--- src/rtl/mem_arb_pkg.sv ---
// Shared types and constants for the two-port round-robin memory arbiter.
package mem_arb_pkg;

    typedef enum logic {
        IDLE   = 1'b0,
        ACCESS = 1'b1
    } arb_state_t;

    typedef enum logic {
        REQ_A = 1'b0,
        REQ_B = 1'b1
    } req_id_t;

    localparam int STAT_W = 16;

endpackage

--- src/rtl/rr_arbiter2.sv ---
// Two-input round-robin grant logic: on a tie the port that was not served last wins.
module rr_arbiter2
    import mem_arb_pkg::*;
(
    input  logic    req_a,
    input  logic    req_b,
    input  req_id_t last_id,
    output logic    gnt_a,
    output logic    gnt_b
);

    // NOTE: every combinational output gets a default first so no path can infer a latch.
    always_comb begin
        gnt_a = 1'b0;
        gnt_b = 1'b0;
        if (req_a && req_b) begin
            if (last_id == REQ_B) gnt_a = 1'b1;
            else                  gnt_b = 1'b1;
        end else begin
            gnt_a = req_a;
            gnt_b = req_b;
        end
    end

endmodule

--- src/rtl/mem_arbiter.sv ---
// Round-robin sequencer of port A/B reads and writes onto one single-port memory.
// Define MEM_ARB_STATS_EN to add saturating per-port grant counters (a_count, b_count).
module mem_arbiter
    import mem_arb_pkg::*;
#(
    parameter int N      = 8,
    parameter int ADDR_W = 8
) (
    input  logic              clk,
    input  logic              rst,
    input  logic              a_req,
    input  logic              a_we,
    input  logic [ADDR_W-1:0] a_addr,
    input  logic [N-1:0]      a_wdata,
    output logic              a_gnt,
    output logic              a_rvalid,
    output logic [N-1:0]      a_rdata,
    input  logic              b_req,
    input  logic              b_we,
    input  logic [ADDR_W-1:0] b_addr,
    input  logic [N-1:0]      b_wdata,
    output logic              b_gnt,
    output logic              b_rvalid,
    output logic [N-1:0]      b_rdata,
    output logic              mem_we,
    output logic [ADDR_W-1:0] mem_addr,
    output logic [N-1:0]      mem_write,
    input  logic [N-1:0]      mem_read
`ifdef MEM_ARB_STATS_EN
    ,
    output logic [STAT_W-1:0] a_count,
    output logic [STAT_W-1:0] b_count
`endif
);

    arb_state_t        state_q, state_d;
    req_id_t           last_id_q, last_id_d;
    req_id_t           id_q, id_d;
    logic              op_we_q, op_we_d;
    logic [ADDR_W-1:0] addr_q, addr_d;
    logic [N-1:0]      wdata_q, wdata_d;
    logic [N-1:0]      a_rdata_q, a_rdata_d;
    logic [N-1:0]      b_rdata_q, b_rdata_d;
    logic              a_rvalid_q, a_rvalid_d;
    logic              b_rvalid_q, b_rvalid_d;
    logic              arb_gnt_a, arb_gnt_b;

    rr_arbiter2 u_rr (
        .req_a   (a_req),
        .req_b   (b_req),
        .last_id (last_id_q),
        .gnt_a   (arb_gnt_a),
        .gnt_b   (arb_gnt_b)
    );

    // NOTE: sequential state uses non-blocking assignments so every register samples pre-edge values.
    always_ff @(posedge clk or posedge rst) begin
        if (rst) state_q <= IDLE;
        else     state_q <= state_d;
    end

    always_comb begin
        state_d = state_q;
        unique case (state_q)
            IDLE:    if (a_gnt || b_gnt) state_d = ACCESS;
            ACCESS:  state_d = IDLE;
            default: state_d = IDLE;
        endcase
    end

    // Reset forces IDLE asynchronously, so mem_we drops without waiting for an edge.
    always_comb begin
        a_gnt  = (state_q == IDLE) && arb_gnt_a;
        b_gnt  = (state_q == IDLE) && arb_gnt_b;
        mem_we = (state_q == ACCESS) && op_we_q;
    end

    always_comb begin
        last_id_d  = last_id_q;
        id_d       = id_q;
        op_we_d    = op_we_q;
        addr_d     = addr_q;
        wdata_d    = wdata_q;
        a_rdata_d  = a_rdata_q;
        b_rdata_d  = b_rdata_q;
        a_rvalid_d = 1'b0;
        b_rvalid_d = 1'b0;
        if (a_gnt) begin
            id_d      = REQ_A;
            last_id_d = REQ_A;
            op_we_d   = a_we;
            addr_d    = a_addr;
            wdata_d   = a_wdata;
        end else if (b_gnt) begin
            id_d      = REQ_B;
            last_id_d = REQ_B;
            op_we_d   = b_we;
            addr_d    = b_addr;
            wdata_d   = b_wdata;
        end
        if (state_q == ACCESS && !op_we_q) begin
            if (id_q == REQ_A) begin
                a_rdata_d  = mem_read;
                a_rvalid_d = 1'b1;
            end else begin
                b_rdata_d  = mem_read;
                b_rvalid_d = 1'b1;
            end
        end
    end

    always_ff @(posedge clk or posedge rst) begin
        if (rst) begin
            last_id_q  <= REQ_B;
            id_q       <= REQ_A;
            op_we_q    <= 1'b0;
            addr_q     <= '0;
            wdata_q    <= '0;
            a_rdata_q  <= '0;
            b_rdata_q  <= '0;
            a_rvalid_q <= 1'b0;
            b_rvalid_q <= 1'b0;
        end else begin
            last_id_q  <= last_id_d;
            id_q       <= id_d;
            op_we_q    <= op_we_d;
            addr_q     <= addr_d;
            wdata_q    <= wdata_d;
            a_rdata_q  <= a_rdata_d;
            b_rdata_q  <= b_rdata_d;
            a_rvalid_q <= a_rvalid_d;
            b_rvalid_q <= b_rvalid_d;
        end
    end

    assign mem_addr  = addr_q;
    assign mem_write = wdata_q;
    assign a_rdata   = a_rdata_q;
    assign b_rdata   = b_rdata_q;
    assign a_rvalid  = a_rvalid_q;
    assign b_rvalid  = b_rvalid_q;

`ifdef MEM_ARB_STATS_EN
    logic [STAT_W-1:0] a_count_q, a_count_d;
    logic [STAT_W-1:0] b_count_q, b_count_d;

    always_comb begin
        a_count_d = a_count_q;
        b_count_d = b_count_q;
        if (a_gnt && a_count_q != '1) a_count_d = a_count_q + 1'b1;
        if (b_gnt && b_count_q != '1) b_count_d = b_count_q + 1'b1;
    end

    always_ff @(posedge clk or posedge rst) begin
        if (rst) begin
            a_count_q <= '0;
            b_count_q <= '0;
        end else begin
            a_count_q <= a_count_d;
            b_count_q <= b_count_d;
        end
    end

    assign a_count = a_count_q;
    assign b_count = b_count_q;
`endif

endmodule

--- config.mk ---
export PLATFORM = sky130hd
export DESIGN_NAME = mem_arbiter
export DESIGN_NICKNAME = d
export VERILOG_FILES = /design/src/rtl/mem_arb_pkg.sv /design/src/rtl/rr_arbiter2.sv /design/src/rtl/mem_arbiter.sv
export SDC_FILE = /design/constraint.sdc
export NUM_CORES = 1
export LEC_CHECK = 0
export CAP_MARGIN = 25
export CORE_MARGIN = 2
export CORE_UTILIZATION = 36
export CTS_CLUSTER_SIZE = 10
export DETAILED_ROUTE_END_ITERATION = 10
export PLACE_DENSITY = 0.76
export SYNTH_ARGS = -nofsm -noshare
export SYNTH_HDL_FRONTEND = slang
export SYNTH_HIERARCHICAL = 1
export SYNTH_SLANG_ARGS = --single-unit
--- constraint.sdc ---
create_clock -name clk -period 1.5 [get_ports clk]
set_input_delay 0.3 -clock clk [delete_from_list [all_inputs] [get_ports clk]]
set_output_delay 0.3 -clock clk [all_outputs]
set_load 0.05 [all_outputs]
==> results <==
-- Yosys cell counts, drive strengths merged --
cell type  count
nand2b         1
dfrtp         37
o21ba          1
nor2b          1
or4b          17
buf            9
o21a           2
nand3b         1
dfstp          1
nor3b          1
o221a         17
inv            4
a21boi         2
mux2          16
and2           1
-- sequential cells by signal, summed over array words and instances (netlist names) --
name and flops:
b_rvalid 1, mem_write 8, a_rvalid 1, id_q 1
mem_addr 8, a_rdata 8, last_id_q 1, op_we_q 1
state_q 1, b_rdata 8
-- worst max-delay path, delay by kind of cell (launching register included) --
kind,cells,cell delay (ps)
AOI/OAI and AO/OA,1,140
DFF,1,550
and+or+nand+nor,1,60
buffers and inverters,4,380
-- per-stage QoR --
| step | worst slack (ps) | hold slack, ps |
|---|---|---|
| 3_3_place_gp | -387 | 522 |
| 2_1_floorplan | -46.8 | 451 |
| 4_1_cts | -220 | 351 |
| 6_report | -229 | 352 |
| 5_1_grt | -287 | 406 |
| 3_5_place_dp | -456 | 541 |
-- kinds of logic after synthesis --
| group | Yosys count | share of synthesized area |
|---|---|---|
| flip-flops | 38 | 0.572 |
| AO/OA/AOI/OAI | 22 | 0.139 |
| AND/OR/NAND/NOR | 22 | 0.125 |
| multiplexers | 16 | 0.108 |
| buffers and inverters | 13 | 0.0563 |
-- timing repair --
| action | in CTS | in global routing |
|---|---|---|
| resized for setup | 14 | 4 |
| setup buffers | 4 | 2 |
| pin swaps | 2 | 3 |
| setup endpoints to repair | 19 | 19 |
| cloned | 1 | 1 |
-- metal layers --
layer / GRT usage / vias up
met5: 0 / -
li1: - / 635
met3: 0.0444 / 9
met1: 0.214 / 682
met2: 0.370 / 53
met4: 0.101 / 0
-- worst paths after layout --
check	from	end	cells after the start
worst max register to register	last_id_q	mem_addr[5]	6
worst min-delay path	rst	mem_addr[0]	3
max in group asynchronous	rst	last_id_q	3
worst max-delay path	last_id_q	a_gnt	6
worst min register to register	id_q	id_q	1
min in group clk	id_q	id_q	1
-- area by class of cell --
type,count,area [sq um],area share
clock inverter,2,12.5,0.00391
sequential,38,952,0.298
timing repair buffer,102,1410,0.440
clock buffer,6,82.6,0.0258
multi-input combinational,60,659,0.206
inverter,4,18.8,0.00587
tap,52,65.1,0.0204
-- report_power, final --
group	total (mW)	switching, mW	internal, mW
Combinational	5.09	2.43	2.66
Clock	0.731	0.362	0.369
Sequential	2.12	0.583	1.54
Total	7.94	3.37	4.57
==> results.md <==
* # IOs at 83
* Die width at 72.0 um
* Clock Sinks at 38
* Yosys top cell by area: dfrtp_1
* Mapped cell area at 0.00167 sq mm
* Layout cells sized above 1 at 0.491
* Number of buffers added on ports at 82
* Inst Count DP at 250
* WS Path Type: flop to output port
* Final hold violations at 0
* Maximum number of pins on one net before global-route repair at 39
* Fin cells at 264
* Slew HR at 0.819
* Final-stage net count at 257
* # rows at 24
* GR Overflow Total at 0
* Vias at 1379
* Initial core utilization at 0.377
* Yosys warning total at 6
* Cells after Synth at 111
* Routed Antenna Nets at 0
* Hold-fix buffers at CTS at 0
* Crit end category: output port
* Number of global-route vias before repair at 1580
* Routed WL at 4.93 mm
* Worst skew pair latency at 290 ps
* Crit-path cells: inv_2, a21boi_4, buf_6, nand2b_4, clkinvlp_4, buf_12
* DRC at 0
* Status: complete, but fails checks
* Commonest non-fill, non-tap cells in the layout: clkdlybuf4s50_1 (43), buf_12 (38), dfrtp_1 (37), or4b_1 (16), mux2_2 (16)
* Ranking of synthesized cells by area: dfrtp_1 (56%), mux2_2 (11%), or4b_1 (10%)
* Wire per inst at 18.7 um
* Placed cell area at 0.00298 sq mm
* Area grow syn2layout at 92.0%
* Mapped Avg Cell Area at 15.0 sq um
* Clock Pin Slew Worst Setup and Hold Paths at 80 ps
* Final Max Slew Viols at 0
* N_diodes at 0
* CP Launch Type: flop
* DRT iter0 DRCs at 73
* Pleak at 1.35 nW
* Final Setup Violations at 19
* Core Util, Final at 0.724
* Synthesis-stage register bit count at 38
* CTS Buf Count at 5
* Die height at 72.0 um
* Core ar. at 0.00441 sq mm
* Post-DP HPWL at 3.73 mm
* Unique cell type count in the Yosys netlist at 19
* Top layer in use: met4
* Failing checks: setup timing
* Total GRT Usage at 0.200
* Worst hold-check path type: input pin to async pin
* Post-Route Setup TNS at -2000 ps
* R2R setup slack at -130 ps
* Die area at 0.00519 sq mm
* Final Cycle Share at 1.15
* CP required at 1200 ps
* Peak supply drop at 1.22 mV
* Root Driver: clkbuf_8
* Detail Route met2 WL at 2.67 mm
* Final min period at 1730 ps
* Leading cell type in the layout, fill and taps excluded: clkdlybuf4s50_1
* DRT Pass-1 Iters at 4
* Fmax at 0.579 GHz
* Synth top area share at 0.556
* Total power at 7.94 mW
* Slowest CP cell: dfstp_2
* Via/cell ratio at 5.22
* Clock Skew at 4.53 ps
* TritonCTS clock tree: done
* Post-Syn Nets at 157
* Met1 Wirelength at 1.90 mm
* Met3 routed WL at 252 um
* Worst-Margin Slew at 270 ps
* First-pass GRT wire length at 7.74 mm
* Max-Cap Viols at 0
* CTS max path bufs at 2
* Worst Path Arrival at 1430 ps
* CP Max Fanout at 2
* RSZ-0062 raised after global routing: true
* Initial antenna violation count at 0
* Register area share after synthesis at 0.572
* Final worst slack at -229 ps
* Largest stage delay, worst path at 550 ps
* Design Area, Final at 0.00320 sq mm
* H-tree Lvls at 2
* Final Wtd Congestion at 0.710
* Layout fillers at 290
* Pwr/cell area at 2480 mW/mm^2
Power figures use the tool's default switching activity.
